## config.mk

```make
export PLATFORM = sky130hd
export DESIGN_NAME = rr_arb_mux_flat
export DESIGN_NICKNAME = d
export VERILOG_FILES = /design/src/rtl/rr_arb_mux_if.sv /design/src/rtl/rr_arb_mux.sv /design/src/flat_wrapper.sv
export SDC_FILE = /design/constraint.sdc
export NUM_CORES = 1
export LEC_CHECK = 0
export ABC_AREA = 1
export CORE_AREA = 2 2 226 228
export CTS_BUF_LIST = sky130_fd_sc_hd__clkbuf_4
export CTS_CLUSTER_DIAMETER = 40
export CTS_CLUSTER_SIZE = 8
export DETAILED_ROUTE_END_ITERATION = 10
export DIE_AREA = 0 0 228 230
export GPL_ROUTABILITY_DRIVEN = 0
export GPL_TIMING_DRIVEN = 0
export SLEW_MARGIN = 20
export SYNTH_ARGS = -nofsm -noshare
export SYNTH_HDL_FRONTEND = slang
export SYNTH_SLANG_ARGS = --single-unit
```

## constraint.sdc

```tcl
create_clock -name clk -period 6.25 [get_ports clk]
set_clock_uncertainty 0.05 [all_clocks]
set_input_delay 1.25 -clock clk [delete_from_list [all_inputs] [get_ports clk]]
set_output_delay 1.25 -clock clk [all_outputs]
set_load 0.05 [all_outputs]
```

## src/rtl/rr_arb_mux_if.sv

```systemverilog
// Handshake bundle between N requesters, the arbitrated mux and its consumer.
// slave is the arbiter's view; master is the view of the surrounding requesters/consumer.
interface rr_arb_mux_if #(
  parameter int WIDTH = 32,
  parameter int N     = 16
);
  localparam int SELW = $clog2(N);

  logic [N-1:0]       in_valid;
  logic [N-1:0]       in_ready;
  logic [N*WIDTH-1:0] in_data;
  logic               fix_en;
  logic [SELW-1:0]    fix_sel;
  logic               out_valid;
  logic               out_ready;
  logic [WIDTH-1:0]   out_data;
  logic [SELW-1:0]    out_sel;

  modport slave (
    input  in_valid, in_data, fix_en, fix_sel, out_ready,
    output in_ready, out_valid, out_data, out_sel
  );

  modport master (
    output in_valid, in_data, fix_en, fix_sel, out_ready,
    input  in_ready, out_valid, out_data, out_sel
  );
endinterface

```

## src/rtl/rr_arb_mux.sv

```systemverilog
// N-way round-robin (or fixed-select) arbitrated mux into one output register; 1-cycle latency.
// Output holds while out_ready=0 and all in_ready drop; drain and refill share a cycle.
module rr_arb_mux #(
  parameter int WIDTH = 32,
  parameter int N     = 16
) (
  input  logic         clk,
  input  logic         rst,
  rr_arb_mux_if.slave  bus
);
  localparam int SELW = $clog2(N);
  localparam int PW   = 1 << SELW;
  localparam logic [SELW:0]   N_W   = (SELW+1)'(N);
  localparam logic [SELW-1:0] LAST  = SELW'(N - 1);

  logic [SELW-1:0]  rr_ptr_q, rr_ptr_d;
  logic             out_valid_q, out_valid_d;
  logic [WIDTH-1:0] out_data_q, out_data_d;
  logic [SELW-1:0]  out_sel_q, out_sel_d;

  logic             load_en;
  logic             take;
  logic             grant_vld;
  logic [SELW-1:0]  grant_idx;
  logic [SELW:0]    scan_idx;
  logic [PW-1:0]    valid_ext;
  logic [WIDTH-1:0] grant_data;

  assign load_en = !out_valid_q | bus.out_ready;
  assign take    = !rst & load_en & grant_vld;

  // Padding to a power of two makes an out-of-range fix_sel read as "not valid".
  always_comb begin
    valid_ext = PW'(bus.in_valid);
    grant_vld = 1'b0;
    grant_idx = '0;
    scan_idx  = '0;
    if (bus.fix_en) begin
      grant_vld = valid_ext[bus.fix_sel];
      grant_idx = bus.fix_sel;
    end else begin
      // Scan downward so the closest channel at or after rr_ptr wins last.
      for (int k = N - 1; k >= 0; k--) begin
        scan_idx = {1'b0, rr_ptr_q} + (SELW+1)'(k);
        if (scan_idx >= N_W) scan_idx = scan_idx - N_W;
        if (valid_ext[scan_idx[SELW-1:0]]) begin
          grant_vld = 1'b1;
          grant_idx = scan_idx[SELW-1:0];
        end
      end
    end
  end

  always_comb begin
    grant_data   = '0;
    bus.in_ready = '0;
    for (int i = 0; i < N; i++) begin
      if (grant_idx == SELW'(i)) begin
        grant_data      = bus.in_data[i*WIDTH +: WIDTH];
        bus.in_ready[i] = take;
      end
    end
  end

  always_comb begin
    rr_ptr_d    = rr_ptr_q;
    out_valid_d = out_valid_q;
    out_data_d  = out_data_q;
    out_sel_d   = out_sel_q;
    if (load_en) begin
      out_valid_d = take;
      if (take) begin
        out_data_d = grant_data;
        out_sel_d  = grant_idx;
        rr_ptr_d   = (grant_idx == LAST) ? '0 : grant_idx + SELW'(1);
      end
    end
  end

  always_ff @(posedge clk) begin
    if (rst) begin
      rr_ptr_q    <= '0;
      out_valid_q <= 1'b0;
      out_data_q  <= '0;
      out_sel_q   <= '0;
    end else begin
      rr_ptr_q    <= rr_ptr_d;
      out_valid_q <= out_valid_d;
      out_data_q  <= out_data_d;
      out_sel_q   <= out_sel_d;
    end
  end

  assign bus.out_valid = out_valid_q;
  assign bus.out_data  = out_data_q;
  assign bus.out_sel   = out_sel_q;
endmodule

```

## src/flat_wrapper.sv

```systemverilog
// flat-port wrapper written by rule: the top's interface ports become plain ports
module rr_arb_mux_flat 
#(
  parameter int WIDTH = 32,
  parameter int N     = 16
)
  (clk, rst, bus_in_valid, bus_in_data, bus_fix_en, bus_fix_sel, bus_out_ready, bus_in_ready, bus_out_valid, bus_out_data, bus_out_sel);
  rr_arb_mux_if #(.WIDTH(WIDTH), .N(N)) bus_i ();
  input  logic clk;
  input  logic rst;
  input wire logic [$bits(bus_i.in_valid)-1:0] bus_in_valid;
  input wire logic [$bits(bus_i.in_data)-1:0] bus_in_data;
  input wire logic [$bits(bus_i.fix_en)-1:0] bus_fix_en;
  input wire logic [$bits(bus_i.fix_sel)-1:0] bus_fix_sel;
  input wire logic [$bits(bus_i.out_ready)-1:0] bus_out_ready;
  output wire logic [$bits(bus_i.in_ready)-1:0] bus_in_ready;
  output wire logic [$bits(bus_i.out_valid)-1:0] bus_out_valid;
  output wire logic [$bits(bus_i.out_data)-1:0] bus_out_data;
  output wire logic [$bits(bus_i.out_sel)-1:0] bus_out_sel;
  assign bus_i.in_valid = bus_in_valid;
  assign bus_i.in_data = bus_in_data;
  assign bus_i.fix_en = bus_fix_en;
  assign bus_i.fix_sel = bus_fix_sel;
  assign bus_i.out_ready = bus_out_ready;
  assign bus_in_ready = bus_i.in_ready;
  assign bus_out_valid = bus_i.out_valid;
  assign bus_out_data = bus_i.out_data;
  assign bus_out_sel = bus_i.out_sel;
  rr_arb_mux #(.WIDTH(WIDTH), .N(N)) u_core (.clk(clk), .rst(rst), .bus(bus_i));
endmodule
```

==> results.yml <==
grt:
  grt_pass1_wl_um: 91800
  antenna_found_initial: 4
  grt_use_total: 0.231
  grt_overflow: 0
  grt_pass1_vias: 14700
  grt_max_degree: 20
sta:
  hold_violations: 0
  slew_violations: 0
  max_freq_mhz: 164
  slew_headroom: 0.455
  finalCriticalPeriod_ns: 6.08
  finalSetupViolations: 0
  worst_pin_slew_ns: 0.817
  fin_crit_sh: 0.974
  rsz0062_at_grt: "true"
drt:
  routed_wl_um: 63900
  via_count: 15400
  drc: 0
  drtIter0Drc: 1208
  wl_per_cell_um: 19.0
  routed_via_density: 4.57
  dr.pass1.iters: 6
  postRouteAntennaNets: 0
layout:
  layout-drive-gt1-share: 0.101
  fillers: 5663
  seq_area_um2: 830
  fin_area_um2: 17300
  fin_cells: 3366
  final_nets: 3240
  multi_input_area_um2: 7530
  syn_to_final_growth_pct: 77.1
  diodes: 0
synthesis:
  synth.area.mux_share: 0
  yosysWarnings: 0
  synthCells: 2067
  avgSynthCellArea_um2: 4.73
  mappedNetlistArea_um2: 9780
  ys_types: 44
  synth-main-ff-cell: "dfxtp_1"
  synth_seq_cells: 41
  synth_top_family_by_area: "simple AND/OR/NAND/NOR gates"
  ys_seq_area_frac: 0.0839
  synth-compound-area-share: 0.160
  synth_edf_count: 0
  async_flop_share: 0
  synth_simple_gate_area_frac: 0.543
  synthAdderAreaFrac: 0.0141
  syn-num-nets: 2614
  yosys.area_share.xor_xnor: 0.00959
die:
  core_area_um2: 49900
  chipHeight_um: 230
  core.rowCount: 82
  initial_core_util: 0.196
  boundaryPins: 589
  die_area_um2: 52400
  die_w_um: 228
worst_setup_path:
  max_stage_delay_ns: 0.67
  path_buf_inv: 5
  cp.arrival_ns: 4.78
  cp_data_required_time_ns: 4.95
  cp_cell_sequence: "clkdlybuf4s50_1, inv_1, a21oi_1, a22oi_1, a2111oi_0, a311oi_1, nand2_1, buf_1, clkdlybuf4s18_2, nor2_1, clkbuf_2"
  crit_slowest_cell: "a2111oi_0"
  start_kind: "input pin"
  crit_fanout: 10
  end_kind: "output pin"
  critPathTopFamily: "buffers and inverters"
  critPathKind: "input pin to output pin"
power:
  powerDensity_nw_per_um2: 262
  max-vdd-ir-drop_mv: 0.0976
  p_leak_nw: 8.30
clocking:
  cts_buffer_depth: 2
  clkSinkCount: 41
  cts_tree: "done"
  clockRootBuffer: "clkbuf_4"
  clock_latency_ns: 0.37
  path_clk_slew_ns: 0.13
  numCtsBuffers: 5
  hold_buffers: 0
  cts_htree_levels: 2
place:
  placedCellCount: 3324
  dpl_cell_area_um2: 16500
  io_buffer_count: 585
  dp_hpwl_um: 54200
run:
  maxCapViolCount: 0
worst_hold_path:
  hp-class: "register to register"
outcome:
  status: "finished clean"
through the flow:
step / worst slack, ns / utilization / setup TNS [ns] / power [mW] / hold WS (ns)
after CTS: 0.00327 / 0.341 / 0 / 4.39 / 0.469
after global placement: -2.64 / 0.331 / -65.97 / 4.09 / 0.419
after floorplan: 0.0594 / - / 0 / 2.53 / 0.573
final: 0.165 / 0.347 / 0 / 4.54 / 0.464
after global routing: -0.0327 / 0.347 / -0.0909 / 4.95 / 0.493
after detailed placement: -2.67 / 0.331 / -66.47 / 4.10 / 0.438
registers in the layout, summed over array words and instances (netlist names):
signal                flops
u_core.rr_ptr_q           4
u_core.bus.out_sel        4
u_core.bus.out_data      32
u_core.bus.out_valid      1
cell type report:
type | instances | area share
well taps | 672 | 0.0485
flip-flops and latches | 41 | 0.0479
clock inverters | 3 | 0.000722
clock buffers | 5 | 0.00217
multi-input cells | 1563 | 0.435
inverters | 333 | 0.0738
repair buffers | 624 | 0.350
plain buffers | 125 | 0.0425
worst paths after layout:
| check | from | end | slack, ns | depth (start not counted) |
|---|---|---|---|---|
| worst max-delay path | bus_fix_sel[1] | bus_in_ready[5] | 0.17 | 11 |
| worst min-delay path | u_core.bus.out_sel[0] | u_core.bus.out_sel[0] | 0.46 | 2 |
| worst max register to register | u_core.rr_ptr_q[2] | u_core.bus.out_data[3] | 0.40 | 48 |
| worst min register to register | u_core.bus.out_sel[0] | u_core.bus.out_sel[0] | 0.46 | 2 |
where the power goes:
| part | internal, mW | switching, mW |
|---|---|---|
| combinational | 1.41 | 2.64 |
| sequential | 0.320 | 0.0328 |
| clock | 0.0410 | 0.106 |
cell usage after synthesis, types with 21 or more instances:
cell type    n  area, µm²
a22o_1      32        280
dfxtp_1     41        821
nand4_1     21        131
nor2_1     119        447
o21ai_1     31        155
a21oi_1    102        510
clkbuf_1    68        255
o21ai_0     84        420
inv_1      322       1210
buf_2       42        210
nand3_1    274       1370
nand2_1    806       3030
or2_2       32        200
placed cells by master (no fill, tap or decap), types with 24 or more instances in the layout:
cell type and count:
nand3_1 266, clkdlybuf4s50_1 553, o21ai_1 37, nor2_1 111, clkbuf_1 57, dfxtp_1 38
nand2_2 24, nand2_1 779, o21ai_0 74, buf_2 34, or2_2 32, a21oi_1 102
buf_4 53, a22o_1 32, inv_1 314
worst register-to-register path, delay by kind of cell, from the launching register on:
kind | cells | cell delay [ns]
buf+inv | 10 | 1.49
fa+ha+maj | 2 | 0.41
compound gates | 10 | 1.10
simple gates | 26 | 2.39
flops | 1 | 0.39
layer usage:
metal | vias to the layer above | global-route usage | share of wire
met2 | 705 | 0.399 | 0.47
met5 | - | 0 | 0
li1 | 7695 | - | -
met3 | 82 | 0.0361 | 0.072
met1 | 6907 | 0.300 | 0.43
met4 | 0 | 0.0556 | 0.026
timing repair:
item	4_1_cts	5_1_grt
gates cloned	0	0
setup endpoints to repair	48	42
pin swaps	6	26
setup buffers	17	22
gates resized for setup	202	123
hold endpoints to repair	0	0
kinds of logic (layout without fill, tap and decap cells):
group | count (synthesis) | after routing
AND/OR/NAND/NOR | 1271 | 1271
buffers and inverters | 463 | 1090
AO/OA/AOI/OAI | 272 | 272
flip-flops | 41 | 41
adder cells (fa/ha/maj) | 11 | 11
XOR/XNOR | 9 | 9
Power figures use the tool's default switching activity.
